## src/rtl/reduce_pipe.sv

```systemverilog
// reduce_pipe: parametrised wire / reduce / register building block.
//
// Purpose:
//   Copies a WIDTH-bit vector straight through and forms a combinational
//   reduction of it (AND / OR / XOR / NAND). The same reduction is carried
//   through a DEPTH-stage pipeline together with a valid bit. The pipeline
//   advances only while en=1. A rising-edge detector watches the valid
//   results leaving the pipeline, and an optional saturating counter
//   counts the detected rising edges.
//
// Build option:
//   REDUCE_PIPE_EVENT_CNT_EN - when defined, the CNT_W-bit saturating rise
//   counter is built. When undefined, no counter flops exist and cnt reads 0.
//
// Ports:
//   clk      rising-edge clock
//   rst      synchronous, active-high reset (has priority over en)
//   en       pipeline advance; 0 stalls every register
//   mode     reduction select: 00 AND, 01 OR, 10 XOR, 11 NAND
//   i        data vector
//   i_valid  marks i as a valid sample
//   o0       wire copy of i
//   o1       combinational reduction of i under the current mode
//   o2       pipelined reduction (last stage)
//   o2_valid valid bit travelling with o2
//   rise     one-cycle pulse on a valid 0->1 transition of o2
//   cnt      saturating count of rise pulses
module reduce_pipe #(
    parameter int unsigned WIDTH = 3,
    parameter int unsigned DEPTH = 1,
    parameter int unsigned CNT_W = 8
) (
    input  logic             clk,
    input  logic             rst,
    input  logic             en,
    input  logic [1:0]       mode,
    input  logic [WIDTH-1:0] i,
    input  logic             i_valid,
    output logic [WIDTH-1:0] o0,
    output logic             o1,
    output logic             o2,
    output logic             o2_valid,
    output logic             rise,
    output logic [CNT_W-1:0] cnt
);

    localparam logic [1:0] MODE_AND  = 2'b00;
    localparam logic [1:0] MODE_OR   = 2'b01;
    localparam logic [1:0] MODE_XOR  = 2'b10;
    localparam logic [1:0] MODE_NAND = 2'b11;

    logic             red_c;
    logic [DEPTH-1:0] pipe_d;
    logic [DEPTH-1:0] pipe_v;
    logic [DEPTH-1:0] nxt_d;
    logic [DEPTH-1:0] nxt_v;
    logic             enter_d;
    logic             enter_v;
    logic             last_o2;
    logic             rise_set_c;

    // Reduction of the live input under the current mode
    always_comb begin
        red_c = 1'b0;
        case (mode)
            MODE_AND:  red_c = &i;
            MODE_OR:   red_c = |i;
            MODE_XOR:  red_c = ^i;
            MODE_NAND: red_c = ~(&i);
            default:   red_c = 1'b0;
        endcase
    end

    assign o0 = i;
    assign o1 = red_c;

    // Next pipeline contents when advancing; a single stage has no shift part
    if (DEPTH == 1) begin : g_single
        assign nxt_d = red_c;
        assign nxt_v = i_valid;
    end else begin : g_multi
        assign nxt_d = {pipe_d[DEPTH-2:0], red_c};
        assign nxt_v = {pipe_v[DEPTH-2:0], i_valid};
    end

    // Sample about to land in the last stage on an advancing edge
    assign enter_d = nxt_d[DEPTH-1];
    assign enter_v = nxt_v[DEPTH-1];

    // Pipeline stages; mode is frozen into the data bit at capture
    always_ff @(posedge clk) begin
        if (rst) begin
            pipe_d <= '0;
            pipe_v <= '0;
        end else if (en) begin
            pipe_d <= nxt_d;
            pipe_v <= nxt_v;
        end
    end

    assign o2       = pipe_d[DEPTH-1];
    assign o2_valid = pipe_v[DEPTH-1];

    // Rising edge: valid 1 entering the last stage after a remembered valid 0
    assign rise_set_c = enter_v & enter_d & ~last_o2;

    // Edge detector; invalid samples never touch last_o2
    always_ff @(posedge clk) begin
        if (rst) begin
            last_o2 <= 1'b0;
            rise    <= 1'b0;
        end else begin
            rise <= en & rise_set_c;
            if (en && enter_v) begin
                last_o2 <= enter_d;
            end
        end
    end

`ifdef REDUCE_PIPE_EVENT_CNT_EN
    logic [CNT_W-1:0] cnt_q;

    // Saturating rise counter, stepped on the same edge that raises rise
    always_ff @(posedge clk) begin
        if (rst) begin
            cnt_q <= '0;
        end else if (en && rise_set_c && (cnt_q != {CNT_W{1'b1}})) begin
            cnt_q <= cnt_q + CNT_W'(1);
        end
    end

    assign cnt = cnt_q;
`else
    assign cnt = '0;
`endif

endmodule

```

## config.mk

```make
export PLATFORM = sky130hd
export DESIGN_NAME = reduce_pipe
export DESIGN_NICKNAME = d
export VERILOG_FILES = /design/src/rtl/reduce_pipe.sv
export SDC_FILE = /design/constraint.sdc
export NUM_CORES = 1
export LEC_CHECK = 0
export BUFFER_PORTS_ARGS = -buffer_cell sky130_fd_sc_hd__clkbuf_2
export CORE_AREA = 3 3 40 42
export CTS_CLUSTER_DIAMETER = 200
export DETAILED_ROUTE_END_ITERATION = 6
export DIE_AREA = 0 0 43 45
export PLACE_DENSITY = 0.59
export SLEW_MARGIN = 15
export SYNTH_ARGS = -nofsm -noshare
export SYNTH_HDL_FRONTEND = slang
export SYNTH_SLANG_ARGS = --single-unit
```

## constraint.sdc

```tcl
create_clock -name clk -period 2.2 [get_ports clk]
set_clock_uncertainty 0.15 [all_clocks]
set_input_delay 0 -clock clk [delete_from_list [all_inputs] [get_ports clk]]
set_output_delay 0 -clock clk [all_outputs]
set_load 0.005 [all_outputs]
```

## Word-level counts from Yosys, hierarchy flattened

Cells that the tools add are included.

| storage, ports and cells | value |
|---|---|
| flip-flop bits (word level) | 4 |
| bits of input ports | 9 |

| cells by class | value |
|---|---|
| muxes and demuxes | 1 |
| reductions and logical operators | 5 |
| equality and inequality tests | 3 |
| bitwise gates (word level) | 5 |

Operator list:

| operator | count |
|---|---|
| $eq A2 B2 Y1 const B | 2 |
| $pmux W1 S4 | 1 |
| $and A1 B1 Y1 | 3 |
| $reduce_and A3 Y1 | 1 |
| $reduce_or A3 Y1 | 1 |
| $reduce_xor A3 Y1 | 1 |
| $eq A2 B1 Y1 const B | 1 |
| $logic_not A2 Y1 | 1 |
| $not A1 Y1 | 2 |
| $logic_and A1 B1 Y1 | 1 |

## Depth between registers and ports, before layout

Gate-level depths: netlist of run 1.

| depth | value |
|---|---|
| word-level depth | 6 |
| mapped depth | 5 |
| gate-level depth less buffers | 5 |

## Worst setup path after synthesis of run 1

OpenSTA, ideal clock, no wires.

| timing path | value |
|---|---|
| path kind | input to register |
| start point | in i[0] |
| end point | reg rise |
| library setup time | 0.103 ns |
| setup slack | 0.981 ns |
| stages on the path | 5 |
| data arrival time | 0.966 ns |
| path through | inv_1 > ha_1 > o211ai_1 > o311ai_2 > a2111oi_2 |

| on the way | value |
|---|---|
| word-level cells in the longest chain between the ends | 6 |

RTL lines:

| element | line | RTL |
|---|---|---|
| start: declaration | 37 | `input logic [WIDTH-1:0] i,` |
| $reduce_and A3 Y1 | 66, 69 |  |
| $not A1 Y1 | 69 | `MODE_NAND: red_c = ~(&i);` |
| $pmux W1 S4 * | 65 | `case (mode)` |
| $and A1 B1 Y1 * (2 in series) | 105 | `assign rise_set_c = enter_v & enter_d & ~last_o2;` |
| $and A1 B1 Y1 * | 113 | `rise <= en & rise_set_c;` |
| end signal: assignment | 113 |  |
| end: declaration | 43 | `output logic rise,` |

Mark *: on every way between the ends. The rest lies on a longest branch, timed or not.
A chain may end at the register's enable or synchronous reset.

## Worst setup path in the final report of run 1

| timing path | value |
|---|---|
| start point | in i[2] |
| end point | reg rise |

Same word-level chain as after synthesis.

==> flow_metrics.tcl, run 1 <==
set metrics [dict create \
    status "finished clean" \
    clockBufferDepth 2 \
    start_util_pct 24.9 \
    drc 0 \
    hold_path.class "in -> out" \
    ys_warn_count 0 \
    synth-compound-area-share_pct 25.4 \
    muxShareOfSynthArea_pct 0 \
    num-nets-final 70 \
    rows 13 \
    drv_cap 0 \
    slew_violations 0 \
    hpwl_um 530 \
    tritoncts "yes" \
    die_w_um 43 \
    netlist-cell-type-count 16 \
    start_kind "input pin" \
    setup_violations 0 \
    die_h_um 45 \
    yosys.area_share.adder_pct 7.81 \
    syn_avg_cell_area_um2 8.90 \
    irDropWorstVdd_v 0.000180 \
    core_area_um2 1280 \
    crit_slowest_cell "dlygate4sd3_1" \
    wl_per_cell_um 9.76 \
    first_iter_violations 4 \
    ios 24 \
    track_usage_pct 7.32 \
    final_common_cell "clkbuf_2" \
    grt_pass1_vias 262 \
    syn_inst 36 \
    grt_antenna_before_repair 0 \
    finalWeightedCongestion 0.642 \
    total_leakage_power_nw 0.233 \
    hold_violations 0 \
    cp_cell_sequence "dlygate4sd3_1, clkbuf_2, o21ba_2, a21oi_1, a2111oi_2, dlygate4sd3_1" \
    synth_area_um2 320 \
    synth_seq_area_share_pct 25.0 \
    final_antenna_net_count 0 \
    fmax_ghz 0.522 \
    cts_root_buf "clkbuf_4" \
    critical_path_class "in -> reg" \
    die_area_um2 1940 \
    synth_xor_area_share_pct 0 \
    grt_overflow 0 \
    yosys.area_share.simple_pct 11.3 \
    crit_top_cell "dlygate4sd3_1" \
    cts_resized 0 \
    drive_gt1_share_pct 38.6 \
    hold_buffers 7 \
    synth_top_family_by_area "buffers and inverters" \
    ys_ff_latch 4 \
    grt_first_pass_wirelength_um 1040 \
    vias 300 \
    clock_latency_ps 240 \
    rsz0062_at_grt "no" \
    cts_sinks 4 \
    clk_pin_slew_ps 40 \
    post_cts_buffers 0 \
    finalHoldWorstSlack_ps 54.3 \
    endpoint_kind "register" \
    antenna_cells_inserted 0 \
    critPathRequiredTime_ps 2220 \
    numCtsBuffers 3 \
    syn2layout_area_growth_pct 40.6 \
    finalCritPeriodShare_pct 87.1 \
    drtPass1Iterations 3 \
    wl_um 703 \
    port_buffers 15 \
    cp.arrival_ps 1940 \
    via_per_inst 4.17 \
    layout_common_cells "clkbuf_2, conb_1, dlygate4sd3_1" \
    period_minus_slack_ps 1920 \
    setup_tns_ps 0 \
    cts_max_level 1 \
    grt_max_degree 6 \
    slowest_delay_ps 580 \
    power.density_nw_per_um2 520 \
    crit_fanout 4 \
]
## Yosys cell counts
cell | instances | area share [%]
o311ai_2 | 1 | 5.1
a21oi_1 | 3 | 4.7
nor3b_2 | 1 | 3.9
nor2_1 | 1 | 1.2
nand2_1 | 2 | 2.3
inv_1 | 3 | 3.5
buf_4 | 11 | 26
conb_1 | 1 | 1.2
nor2b_1 | 1 | 2.0
o211ai_1 | 1 | 2.3
a311oi_1 | 2 | 5.5
nand2b_1 | 1 | 2.0
o21ba_2 | 1 | 3.1
ha_1 | 2 | 7.8
a2111oi_2 | 1 | 4.7
dfxtp_1 | 4 | 25
## power by group
group | total, W | leakage (nW) | switching [W] | internal (W)
Clock | 0.0000963 | 0.0138 | 0.0000349 | 0.0000614
Sequential | 0.0000796 | 0.0330 | 0.00000230 | 0.0000773
Combinational | 0.0000581 | 0.186 | 0.0000282 | 0.0000299
## metrics by stage
| stage | instances | setup WS [ps] | cell area, um^2 | total power, W | utilization [%] |
|---|---|---|---|---|---|
| CTS | 72 | 290 | 450 | 0.000232 | 35.1 |
| detailed placement | 62 | 755 | 358 | 0.000129 | 27.8 |
| floorplan | 43 | 981 | 347 | 0.000120 | - |
| global route | 72 | 239 | 450 | 0.000247 | 35.1 |
| finish | 72 | 284 | 450 | 0.000234 | 35.1 |
| global placement | 62 | 763 | 358 | 0.000128 | 27.8 |
## state kept, by name (all words and copies together) (netlist names)
name	flops
o2	1
o2_valid	1
rise	1
last_o2	1
## path summary, 6_finish.rpt
path,start,endpoint,slack [ps],depth (start not counted)
worst max-delay path,i[2],rise$_SDFF_PP0_,280,6
worst max register to register,o2$_SDFFE_PP0P_,o2$_SDFFE_PP0P_,850,3
worst min-delay path,i[1],o0[1],50,2
worst min register to register,last_o2$_SDFFE_PP0P_,last_o2$_SDFFE_PP0P_,380,2
## worst max-delay path, delay by kind of cell
family,cells,cell delay (ps)
AO/OA/AOI/OAI,3,710
buffers and inverters,3,1240
## cell families (layout without fill, tap and decap cells)
family	count (synthesis)	after routing
AO/OA/AOI/OAI	9	9
AND/OR/NAND/NOR	6	6
other	1	8
buffers and inverters	14	28
adder cells (fa/ha/maj)	2	2
flip-flops	4	4
## per-layer routing
layer	wire, um	GRT usage, %	vias to the layer above
li1	-	-	147
met2	392	14.1	16
met3	75	3.98	0
met4	0	1.81	0
met1	235	6.73	137
met5	0	0	-
## layout make-up
type	instances	area, um^2
inverter	3	11.3
clock buffer	3	22.5
tap	15	18.8
timing repair buffer	22	145
multi-input combinational	25	173
fill	146	835
sequential	4	80.1
Power figures use the tool's default switching activity.
==> run 2: changes to the inputs <==
Settings changed: BUFFER_PORTS_ARGS -buffer_cell sky130_fd_sc_hd__clkbuf_2 to not set, DONT_BUFFER_PORTS set to 1, PLACE_DENSITY 0.59 to 0.43.
==> run 2 against run 1 <==
  * Count of clock-buffer cells in the layout is the same
  * Critical endpoint unchanged
  * Critical path type unchanged
  * Global-route usage is 0.33 points higher
  * Flip-flop and latch count unchanged
  * Highest routed layer is now met4
==> flow_metrics.tcl, run 2 (synthesized netlist as in run 1, its figures left out) <==
set metrics [dict create \
    grt_max_degree 5 \
    final_antenna_net_count 0 \
    p_total_w 0.000215 \
    grt_overflow 0 \
    die_area_um2 1940 \
    total_leakage_power_nw 0.181 \
    rsz0062_at_grt "no" \
    rows 13 \
    power.density_nw_per_um2 531 \
    met1_length_um 253 \
    grt_first_pass_wirelength_um 1100 \
    finalWeightedCongestion 0.580 \
    cts_max_level 1 \
    route.met2.wl_um 278 \
    drv_cap 0 \
    core_area_um2 1280 \
    drive_gt1_share_pct 15.6 \
    finalCritPeriodShare_pct 74.4 \
    setup_violations 0 \
    port_buffers 0 \
    hold_path.class "in -> out" \
    slew_violations 0 \
    dpl_cell_area_um2 283 \
    critPathRequiredTime_ps 2180 \
    start_kind "input pin" \
    start_util_pct 24.9 \
    setup_tns_ps 0 \
    cp.arrival_ps 1610 \
    grt_antenna_before_repair 0 \
    crit_fanout 4 \
    numCtsBuffers 3 \
    cts_root_buf "clkbuf_4" \
    track_usage_pct 7.65 \
    num-nets-final 58 \
    drc 0 \
    die_h_um 45 \
    tritoncts "yes" \
    irDropWorstVdd_v 0.0000935 \
    critical_path_class "in -> reg" \
    syn2layout_area_growth_pct 26.6 \
    cts_sinks 4 \
    vias 247 \
    layout_common_cells "dlygate4sd3_1, conb_1, dfxtp_1" \
    endpoint_kind "register" \
    drtPass1Iterations 4 \
    hpwl_um 431 \
    ios 24 \
    clock_latency_ps 230 \
    route.met3.wl_um 65 \
    clk_pin_slew_ps 40 \
    clockBufferDepth 2 \
    status "finished clean" \
    die_w_um 43 \
    via_per_inst 4.12 \
    grt_pass1_vias 266 \
    fin_area_um2 405 \
    hold_violations 0 \
    final_common_cell "dlygate4sd3_1" \
    fmax_ghz 0.611 \
    wl_per_cell_um 10.1 \
    routed.top_layer "met4" \
    wl_um 603 \
    period_minus_slack_ps 1640 \
    first_iter_violations 8 \
    antenna_cells_inserted 0 \
    rrSetupSlack_ps 790 \
]
## run 2: cell count changes in the layout (fill, tap and decap cells not counted)
cell and delta:
clkbuf_2 -15, dlygate4sd3_1 +3
## run 2: metal layers
metal	global-route usage, %	up-vias
met5	0	-
met4	7.23	0
met3	1.59	2
met2	12.0	15
met1	8.63	107
li1	-	123
## run 2: per-stage QoR
step / setup slack (ps) / instances / util, % / hold slack [ps]
2_1_floorplan: 981 / 43 / - / -80.9
3_3_place_gp: 871 / 47 / 22.0 / -150
3_5_place_dp: 879 / 47 / 22.0 / -150
4_1_cts: 538 / 60 / 31.5 / 63.6
5_1_grt: 392 / 60 / 31.5 / 110
6_report: 564 / 60 / 31.5 / 61.2
## run 2: repair_timing
action / in CTS / in global routing
buffers inserted: 0 / 0
gates resized for setup: 0 / 0
hold endpoints to repair: 7 / 0
hold buffers: 10 / 0
## run 2: final timing paths
path | end | start | cells after the start
setup / recovery | rise$_SDFF_PP0_ | i[2] | 4
hold reg to reg | rise$_SDFF_PP0_ | last_o2$_SDFFE_PP0P_ | 1
hold / removal | o1 | mode[1] | 2
setup reg to reg | o2$_SDFFE_PP0P_ | o2$_SDFFE_PP0P_ | 3
## run 2: power by group
part / internal, W / switching, W / leakage, nW / total (W)
clock: 0.0000608 / 0.0000273 / 0.0138 / 0.0000882
sequential: 0.0000775 / 0.00000297 / 0.0330 / 0.0000805
combinational: 0.0000251 / 0.0000215 / 0.134 / 0.0000466
total: 0.000163 / 0.0000518 / 0.181 / 0.000215
## run 2: critical path, stage by stage
cell           delay [ps]
dlygate4sd3_1         580
o311ai_2              150
dlygate4sd3_1         600
a2111oi_2             280
## run 2: final cells by class
| type | instances | area (um^2) |
|---|---|---|
| flip-flops and latches | 4 | 80.1 |
| clock buffers | 3 | 22.5 |
| well taps | 15 | 18.8 |
| inverters | 3 | 11.3 |
| multi-input cells | 25 | 173 |
| repair buffers | 10 | 100 |
| fillers | 150 | 880 |
